===== config.mk =====
export PLATFORM = sky130hd
export DESIGN_NAME = hilo_muldiv_seq
export DESIGN_NICKNAME = d
export VERILOG_FILES = /design/src/rtl/hilo_muldiv_seq.sv
export SDC_FILE = /design/constraint.sdc
export NUM_CORES = 1
export LEC_CHECK = 0
export ABC_AREA = 1
export CAP_MARGIN = 15
export CORE_ASPECT_RATIO = 0.9
export CORE_MARGIN = 8
export CORE_UTILIZATION = 40
export DETAILED_ROUTE_END_ITERATION = 10
export GPL_ROUTABILITY_DRIVEN = 0
export PLACE_DENSITY_LB_ADDON = 0.05
export REMOVE_ABC_BUFFERS = 1
export SKIP_CTS_REPAIR_TIMING = 1
export SLEW_MARGIN = 20
export SYNTH_ARGS = -nofsm -noshare
export SYNTH_HDL_FRONTEND = slang
export SYNTH_SLANG_ARGS = --single-unit

===== constraint.sdc =====
create_clock -name clk -period 6.3 [get_ports clk]
set_input_delay 1.26 -clock clk [delete_from_list [all_inputs] [get_ports clk]]
set_output_delay 1.26 -clock clk [all_outputs]
set_load 0.1 [all_outputs]

===== src/rtl/hilo_muldiv_seq.sv =====
`default_nettype none
// ============================================================================
// Module      : hilo_muldiv_seq
// Description : Iterative multiply/divide sequencer owning the HI/LO result
//               registers. Shift-add multiply (LSB first) or restoring divide
//               (MSB first), one bit per cycle over WIDTH cycles, with sign
//               handling done by magnitude conversion and a final fix-up.
// Ports       : clk, reset        - clock, synchronous active-high reset
//               start, op, a, b   - request pulse, opcode, operands (IDLE only)
//               busy              - high in every state except IDLE
//               done/hiWrite/loWrite - one-cycle result pulse
//               hi, lo            - HI/LO registers
//               div_by_zero       - sticky until next accepted start
// Revision    : 1.0 - initial release
// ============================================================================
module hilo_muldiv_seq #(
    parameter int WIDTH = 32
) (
    input  logic             clk,
    input  logic             reset,
    input  logic             start,
    input  logic [1:0]       op,
    input  logic [WIDTH-1:0] a,
    input  logic [WIDTH-1:0] b,
    output logic             busy,
    output logic             done,
    output logic             hiWrite,
    output logic             loWrite,
    output logic [WIDTH-1:0] hi,
    output logic [WIDTH-1:0] lo,
    output logic             div_by_zero
);

    localparam int                 c_CNT_W    = $clog2(WIDTH + 1);
    localparam logic [c_CNT_W-1:0] c_CNT_INIT = c_CNT_W'(WIDTH);
    localparam logic [c_CNT_W-1:0] c_CNT_ONE  = c_CNT_W'(1);

    typedef enum logic [2:0] {
        S_IDLE = 3'd0,
        S_PREP = 3'd1,
        S_ITER = 3'd2,
        S_FIX  = 3'd3,
        S_DONE = 3'd4
    } state_t;

    state_t               r_state;
    logic [1:0]           r_op;
    logic [WIDTH-1:0]     r_a;
    logic [WIDTH-1:0]     r_b;
    logic [WIDTH-1:0]     r_mcand;    // multiplicand magnitude, or divisor magnitude
    logic [2*WIDTH-1:0]   r_acc;      // product accumulator; low half is dividend/quotient
    logic [WIDTH-1:0]     r_rem;      // partial remainder (always < divisor)
    logic [c_CNT_W-1:0]   r_cnt;
    logic                 r_neg_res;
    logic                 r_neg_rem;
    logic                 r_zdiv;     // zero-divide result already loaded in PREP

    logic                 w_is_div;
    logic                 w_signed;
    logic [WIDTH-1:0]     w_abs_a;
    logic [WIDTH-1:0]     w_abs_b;
    logic [WIDTH:0]       w_addend;
    logic [WIDTH:0]       w_msum;
    logic [2*WIDTH-1:0]   w_acc_mul;
    logic [WIDTH:0]       w_shift;
    logic [WIDTH:0]       w_diff;
    logic                 w_fits;
    logic [2*WIDTH-1:0]   w_prod;
    logic [WIDTH-1:0]     w_quo;
    logic [WIDTH-1:0]     w_rem;

    assign w_is_div = r_op[1];
    assign w_signed = r_op[0];

    // Magnitudes for signed ops; -(2^(W-1)) maps onto itself, which is the
    // correct unsigned magnitude.
    assign w_abs_a = (w_signed && r_a[WIDTH-1]) ? ({WIDTH{1'b0}} - r_a) : r_a;
    assign w_abs_b = (w_signed && r_b[WIDTH-1]) ? ({WIDTH{1'b0}} - r_b) : r_b;

    // Multiply step: conditionally add the multiplicand into the upper half,
    // then shift the whole accumulator right; the carry becomes the new MSB.
    assign w_addend  = r_acc[0] ? {1'b0, r_mcand} : {(WIDTH+1){1'b0}};
    assign w_msum    = {1'b0, r_acc[2*WIDTH-1:WIDTH]} + w_addend;
    assign w_acc_mul = {w_msum, r_acc[WIDTH-1:1]};

    // Restoring divide step: bring in the next dividend bit and trial-subtract.
    assign w_shift = {r_rem, r_acc[WIDTH-1]};
    assign w_diff  = w_shift - {1'b0, r_mcand};
    assign w_fits  = ~w_diff[WIDTH];

    // Sign fix-up applied when loading HI/LO.
    assign w_prod = r_neg_res ? ({(2*WIDTH){1'b0}} - r_acc) : r_acc;
    assign w_quo  = r_neg_res ? ({WIDTH{1'b0}} - r_acc[WIDTH-1:0]) : r_acc[WIDTH-1:0];
    assign w_rem  = r_neg_rem ? ({WIDTH{1'b0}} - r_rem) : r_rem;

    always_ff @(posedge clk) begin
        if (reset) begin
            r_state     <= S_IDLE;
            r_op        <= 2'b00;
            r_a         <= '0;
            r_b         <= '0;
            r_mcand     <= '0;
            r_acc       <= '0;
            r_rem       <= '0;
            r_cnt       <= '0;
            r_neg_res   <= 1'b0;
            r_neg_rem   <= 1'b0;
            r_zdiv      <= 1'b0;
            busy        <= 1'b0;
            done        <= 1'b0;
            hiWrite     <= 1'b0;
            loWrite     <= 1'b0;
            hi          <= '0;
            lo          <= '0;
            div_by_zero <= 1'b0;
        end else begin
            done    <= 1'b0;
            hiWrite <= 1'b0;
            loWrite <= 1'b0;

            case (r_state)
                S_IDLE: begin
                    if (start) begin
                        r_op        <= op;
                        r_a         <= a;
                        r_b         <= b;
                        div_by_zero <= 1'b0;
                        busy        <= 1'b1;
                        r_state     <= S_PREP;
                    end
                end

                S_PREP: begin
                    r_neg_res <= w_signed & (r_a[WIDTH-1] ^ r_b[WIDTH-1]);
                    r_neg_rem <= w_signed & r_a[WIDTH-1];
                    r_rem     <= '0;
                    if (w_is_div && (r_b == '0)) begin
                        // Result is known now; the pass through FIX keeps the
                        // zero-divide done pulse at a fixed three-cycle latency.
                        hi          <= r_a;
                        lo          <= '1;
                        div_by_zero <= 1'b1;
                        r_zdiv      <= 1'b1;
                        r_state     <= S_FIX;
                    end else begin
                        r_zdiv  <= 1'b0;
                        r_cnt   <= c_CNT_INIT;
                        r_state <= S_ITER;
                        if (w_is_div) begin
                            r_acc   <= {{WIDTH{1'b0}}, w_abs_a};
                            r_mcand <= w_abs_b;
                        end else begin
                            r_acc   <= {{WIDTH{1'b0}}, w_abs_b};
                            r_mcand <= w_abs_a;
                        end
                    end
                end

                S_ITER: begin
                    if (w_is_div) begin
                        r_rem              <= w_fits ? w_diff[WIDTH-1:0] : w_shift[WIDTH-1:0];
                        r_acc[WIDTH-1:0]   <= {r_acc[WIDTH-2:0], w_fits};
                    end else begin
                        r_acc <= w_acc_mul;
                    end
                    r_cnt <= r_cnt - c_CNT_ONE;
                    if (r_cnt == c_CNT_ONE) begin
                        r_state <= S_FIX;
                    end
                end

                S_FIX: begin
                    if (!r_zdiv) begin
                        if (w_is_div) begin
                            hi <= w_rem;
                            lo <= w_quo;
                        end else begin
                            hi <= w_prod[2*WIDTH-1:WIDTH];
                            lo <= w_prod[WIDTH-1:0];
                        end
                    end
                    done    <= 1'b1;
                    hiWrite <= 1'b1;
                    loWrite <= 1'b1;
                    r_state <= S_DONE;
                end

                S_DONE: begin
                    busy    <= 1'b0;
                    r_state <= S_IDLE;
                end

                default: begin
                    busy    <= 1'b0;
                    r_state <= S_IDLE;
                end
            endcase
        end
    end

endmodule
`default_nettype wire

# [Word-level counts from Yosys, hierarchy flattened]
# Index checks and enable logic that the tools add are counted.
[word_totals] latchBits=0 reg_bits=273 elab_cells=96 mem_bits_ro=0 mem_count=0 mem_bits_rw=0 output_inout_bits=69
[op_classes] n_shift=0 reduce_logical=18 eq_ne=11 n_lt_le_gt_ge=0 add_sub_neg=8 n_mul=0 mux=36 bitwise_logic=6 n_div=0
[ops] cell="2-to-1 mux 32 bit" n=17
[ops] cell="one-hot mux 32 bit (2 select lines)" n=3
[ops] cell="2-to-1 mux 64 bit" n=2
[ops] cell="one-hot mux 64 bit (2 select lines)" n=1
[ops] cell="subtractor 1 x 32 -> 32 bit (first input constant)" n=4
[ops] cell="subtractor 1 x 64 -> 64 bit (first input constant)" n=1
[ops] cell="adder 32 x 32 -> 33 bit" n=1
[ops] cell="subtractor 33 x 32 -> 33 bit" n=1
[ops] cell="logical NOT 32 bit" n=1
[ops] cell="!= test 2 bit (second input constant)" n=7
[ops] cell="one-hot mux 3 bit (4 select lines)" n=1
[ops] cell="one-hot mux 6 bit (2 select lines)" n=1
[ops] cell="AND reduction 2 bit" n=6
[ops] cell="AND reduction 3 bit" n=3
[ops] cell="== test 3 x 2 -> 1 bit (second input constant)" n=2
[ops] cell="== test 6 x 1 -> 1 bit (second input constant)" n=1
[ops] cell="2-to-1 mux 1 bit" n=6
[ops] cell="2-to-1 mux 3 bit" n=2
[ops] cell="2-to-1 mux 6 bit" n=1
[ops] cell="nonzero test 2 bit" n=3
[ops] cell="subtractor 6 x 1 -> 6 bit (second input constant)" n=1
[ops] cell="one-hot mux 1 bit (2 select lines)" n=2
[ops] cell="== test 3 x 1 -> 1 bit (second input constant)" n=1
[ops] cell="logical AND 1 bit" n=3
[ops] cell="other kinds (5)" n=8

# [Depth between registers and ports, before layout]
[logic_depth] depth_word=5 depth_mapped=18 mapped_depth_nobuf=17

# [Least setup slack after synthesis]
# No wires, ideal clock.
[synth_timing] kind="register to output" startpoint="register loWrite (netlist name)" endpoint="output hiWrite" arrival_ns=1.374 stages_incl_launch_ff=2 t_required_ns=5.040 path_slack_ns=3.666 cell_sequence="dfxtp_1 > buf_4"
[synth_rtl] element="to (decl)" line_no="27" source="output logic hiWrite,"

# [Final worst setup path]
[layout_timing] startpoint="register r_b[0]" endpoint="register lo[19]"
[layout_between] elab_chain_len=4
[layout_lines] element="from (decl)" line_no="49" source="logic [WIDTH-1:0] r_b;"
[layout_lines] element="from (signal assigned)" line_no="101" source="r_b <= '0;"
[layout_lines] element="from (signal assigned)" line_no="126" source="r_b <= b;"
[layout_lines] element="logical NOT 32 bit" line_no="137" source="if (w_is_div && (r_b == '0)) begin"
[layout_lines] element="logical AND 1 bit" line_no="137"
[layout_lines] element="!= test 2 bit (no line)"
[layout_lines] element="AND reduction 3 bit (no line)"
[layout_lines] element="to (signal assigned)" line_no="176" source="lo <= w_quo;"
[layout_lines] element="to (signal assigned)" line_no="179" source="lo <= w_prod[WIDTH-1:0];"
[layout_lines] element="to (decl)" line_no="30" source="output logic [WIDTH-1:0] lo,"
# Every way passes these cells.
# A chain may end at the register's enable or synchronous reset.

==> summary.txt <==
Run status
  – Outcome: completed

STA
  – Min Tclk post-route: 3630 ps
  – Fin. Hold Viols: 0
  – Max Slew Vio Count: 0
  – Unrepaired setup endpoints after global routing: false
  – Slew of the pin with the lowest slew margin: about 1100 ps
  – Setup-failing EPs final: 0
  – Final period utilization: around 58%
  – Layout Skew: ~25 ps
  – Post-route setup TNS: 0 ps
  – Setup ws final: 2670 ps
  – Max Fclk: between 0.2 and 0.3 GHz
  – Worst slew margin: 23.5%

Worst setup path
  – Startpoint types: flop
  – WP data arrival: roughly 4100 ps
  – Critical Path RT: between 6000 and 7000 ps
  – CP endpoint kind: flop
  – Crit Path Class: reg2reg
  – Maximum fanout along the worst path: between 60 and 70

Routing
  – Residual DRC: 0
  – Remaining antenna violation count: 0
  – Routed via count: roughly 25,000
  – Total iterations of the first detailed-routing run: 5
  – Drt wl/cell: roughly 20 um
  – WL final: approximately 90,000 um
  – Initial DRC count: 2,781
  – Vias per cell: ~5.6

Die
  – Core Area: approximately 0.053 sq mm
  – Die Footprint: a little over 0.06 sq mm
  – Top Ports: 138
  – Chip height: roughly 240 um
  – Die width: roughly 260 um
  – FP Rows: 80
  – Initial cell density of the core: roughly 40%

Power and ir drop
  – Power density over cell area: between 500 and 600 mW/mm^2
  – Combinational power share: between 60 and 70%
  – Switching power: approximately 7 mW
  – Internal: between 5 and 6 mW
  – Clk network pwr share: ~17%
  – Switching part of the total power: 56.9%
  – Flop pwr share: about 22%
  – Pleak: around 11 nW
  – Peak supply drop: approximately 0.39 mV

Finish
  – Nets: approximately 3,800
  – Area Growth Syn to Fin: 13.6%
  – Most common cell after layout, fill and taps aside: nand2_1
  – Most frequent cells in the layout: nand2_1 (993), inv_1 (429), nor2_1 (402)
  – Final Instance Area: 0.0242 sq mm
  – Final Non-Filler Cells: between 4,000 and 5,000
  – Share of layout cells above drive strength 1: under 10%

Clocking
  – Clock buffer count from CTS: 36
  – CTS root buf: clkbuf_16
  – Clock transition at path regs: roughly 60 ps
  – Clock sinks: around 270
  – CTS max path bufs: 3
  – Worst-Skew Late Latency: a little under 600 ps
  – CTS tree: yes
  – H-tree depth: 2

GRT
  – GRT Total Usage: between 20 and 30%
  – Initial antenna violation count: 2
  – Remaining Overflow, GRT: 0
  – First-pass GRT wire length: approximately 140,000 um
  – Largest net degree at the start of global routing: slightly above 100
  – Vias in the first global route: 22,700

Placement
  – Placed cells: 4,362
  – Post-place setup slack: approximately 2700 ps
  – Post-DP Area: around 0.023 sq mm
  – Post-DP HPWL: between 70,000 and 80,000 um
  – IO buf count: about 140

Yosys
  – #FFs+latches synth: 273
  – Seq/Total Area, Yosys: approximately a quarter
  – Syn Inst Count: about 3,700
  – Ys Warns: 0
  – Netlist cell types: 47
  – Mapped cell area: approximately 0.021 sq mm
  – Syn avg cell area: just under 6 sq um

Run
  – Max_cap viols: 0

Hold path
  – Hold Crit Class: reg2reg
final timing paths:
path	startpoint	endpoint	slack, ps	cells after the start
worst max-delay path	r_b[0]$_SDFFE_PP0P_	lo[19]$_SDFFE_PP0P_	2670	12
worst min-delay path	busy$_SDFFE_PP0P_	busy$_SDFFE_PP0P_	470	2
worst max register to register	r_b[0]$_SDFFE_PP0P_	lo[19]$_SDFFE_PP0P_	2670	12
worst min register to register	busy$_SDFFE_PP0P_	busy$_SDFFE_PP0P_	470	2
cell families (layout without fill, tap and decap cells):
family / Yosys count / after routing / synth area share, %
AND/OR/NAND/NOR: 1907 / 1907 / 37.5
multiplexers: 1 / 1 / 0.0469
other: 0 / 1 / 0
AO/OA/AOI/OAI: 741 / 741 / 18.4
buffers and inverters: 593 / 660 / 11.0
adder cells (fa/ha/maj): 72 / 72 / 4.30
flip-flops: 273 / 273 / 25.6
XOR/XNOR: 75 / 75 / 3.08
area by class of cell:
| type | count | area, sq um |
|---|---|---|
| fill | 5787 | 28600 |
| multi-input combinational | 2796 | 13500 |
| sequential | 273 | 5470 |
| inverter | 444 | 1670 |
| timing repair buffer | 152 | 1480 |
| clock buffer | 55 | 1100 |
| tap | 697 | 872 |
| clock inverter | 9 | 115 |
| antenna | 1 | 2.50 |
flip-flops by register name (all words and copies together), names as in the netlist:
register,count
hi,32
div_by_zero,1
r_op,2
r_state,3
r_mcand,32
r_neg_rem,1
r_a,32
r_b,32
r_neg_res,1
r_cnt,6
loWrite,1
r_rem,32
busy,1
r_zdiv,1
lo,32
r_acc,64
per-layer routing:
layer	global-route usage [%]	wire length, um	share of wire (%)	vias to the layer above
met1	39.5	40000	44	11500
met3	6.26	9090	10	128
li1	-	-	-	12000
met5	0	10	0.011	-
met2	43.2	38500	43	1094
met4	7.98	2530	2.8	2
power by group through the flow:
stage | combinational (mW) | sequential [mW] | clock, mW
2_1_floorplan | 4.06 | 3.78 | 0
3_3_place_gp | 7.53 | 2.82 | 0
3_5_place_dp | 7.55 | 2.82 | 0
4_1_cts | 7.58 | 2.79 | 2.16
5_1_grt | 8.34 | 2.86 | 2.23
6_report | 7.71 | 2.82 | 2.13
stage by stage:
stage          hold slack, ps  util [%]  power (mW)
6_report                  468      45.9        12.7
3_5_place_dp              453      43.5        10.4
3_3_place_gp              458      43.5        10.4
5_1_grt                   492      45.8        13.4
4_1_cts                   471      45.8        12.5
2_1_floorplan             452         -        7.84
critical path, stage by stage (launching register included):
cell      delay [ps]
dfxtp_1          300
inv_1            110
ha_1             200
nand3_2          120
nor2_2           240
nand2_2          110
nor2_2           120
nand2_2           70
nand2_4          400
o211ai_4         460
inv_2            960
o21ai_0          200
a21oi_1          160
cell usage after synthesis (all sizes together):
cell,count,area (sq um)
nand3b,13,97.6
dfxtp,273,5470
nor3,37,190
o31ai,5,37.5
nand4,49,307
o211ai,15,126
o22ai,20,125
and2,5,31.3
o21bai,8,60.1
a21oi,358,1810
nand2,1003,3800
o21ai,293,1470
a31oi,17,106
clkinv,3,11.3
o221ai,2,17.5
clkbuf,96,360
a211oi,2,15.0
xor2,55,482
ha,70,876
inv,441,1660
a21o,7,52.6
nor4,4,25.0
o211a,1,10.0
nor2,418,1620
nand3,361,1820
nor3b,1,7.51
mux2i,1,10.0
and3,1,6.26
buf,53,324
fa,2,40.0
xnor2,20,175
or2,15,93.8
a22oi,10,75.1
o21a,3,22.5
(Power assumes the default switching activity.)
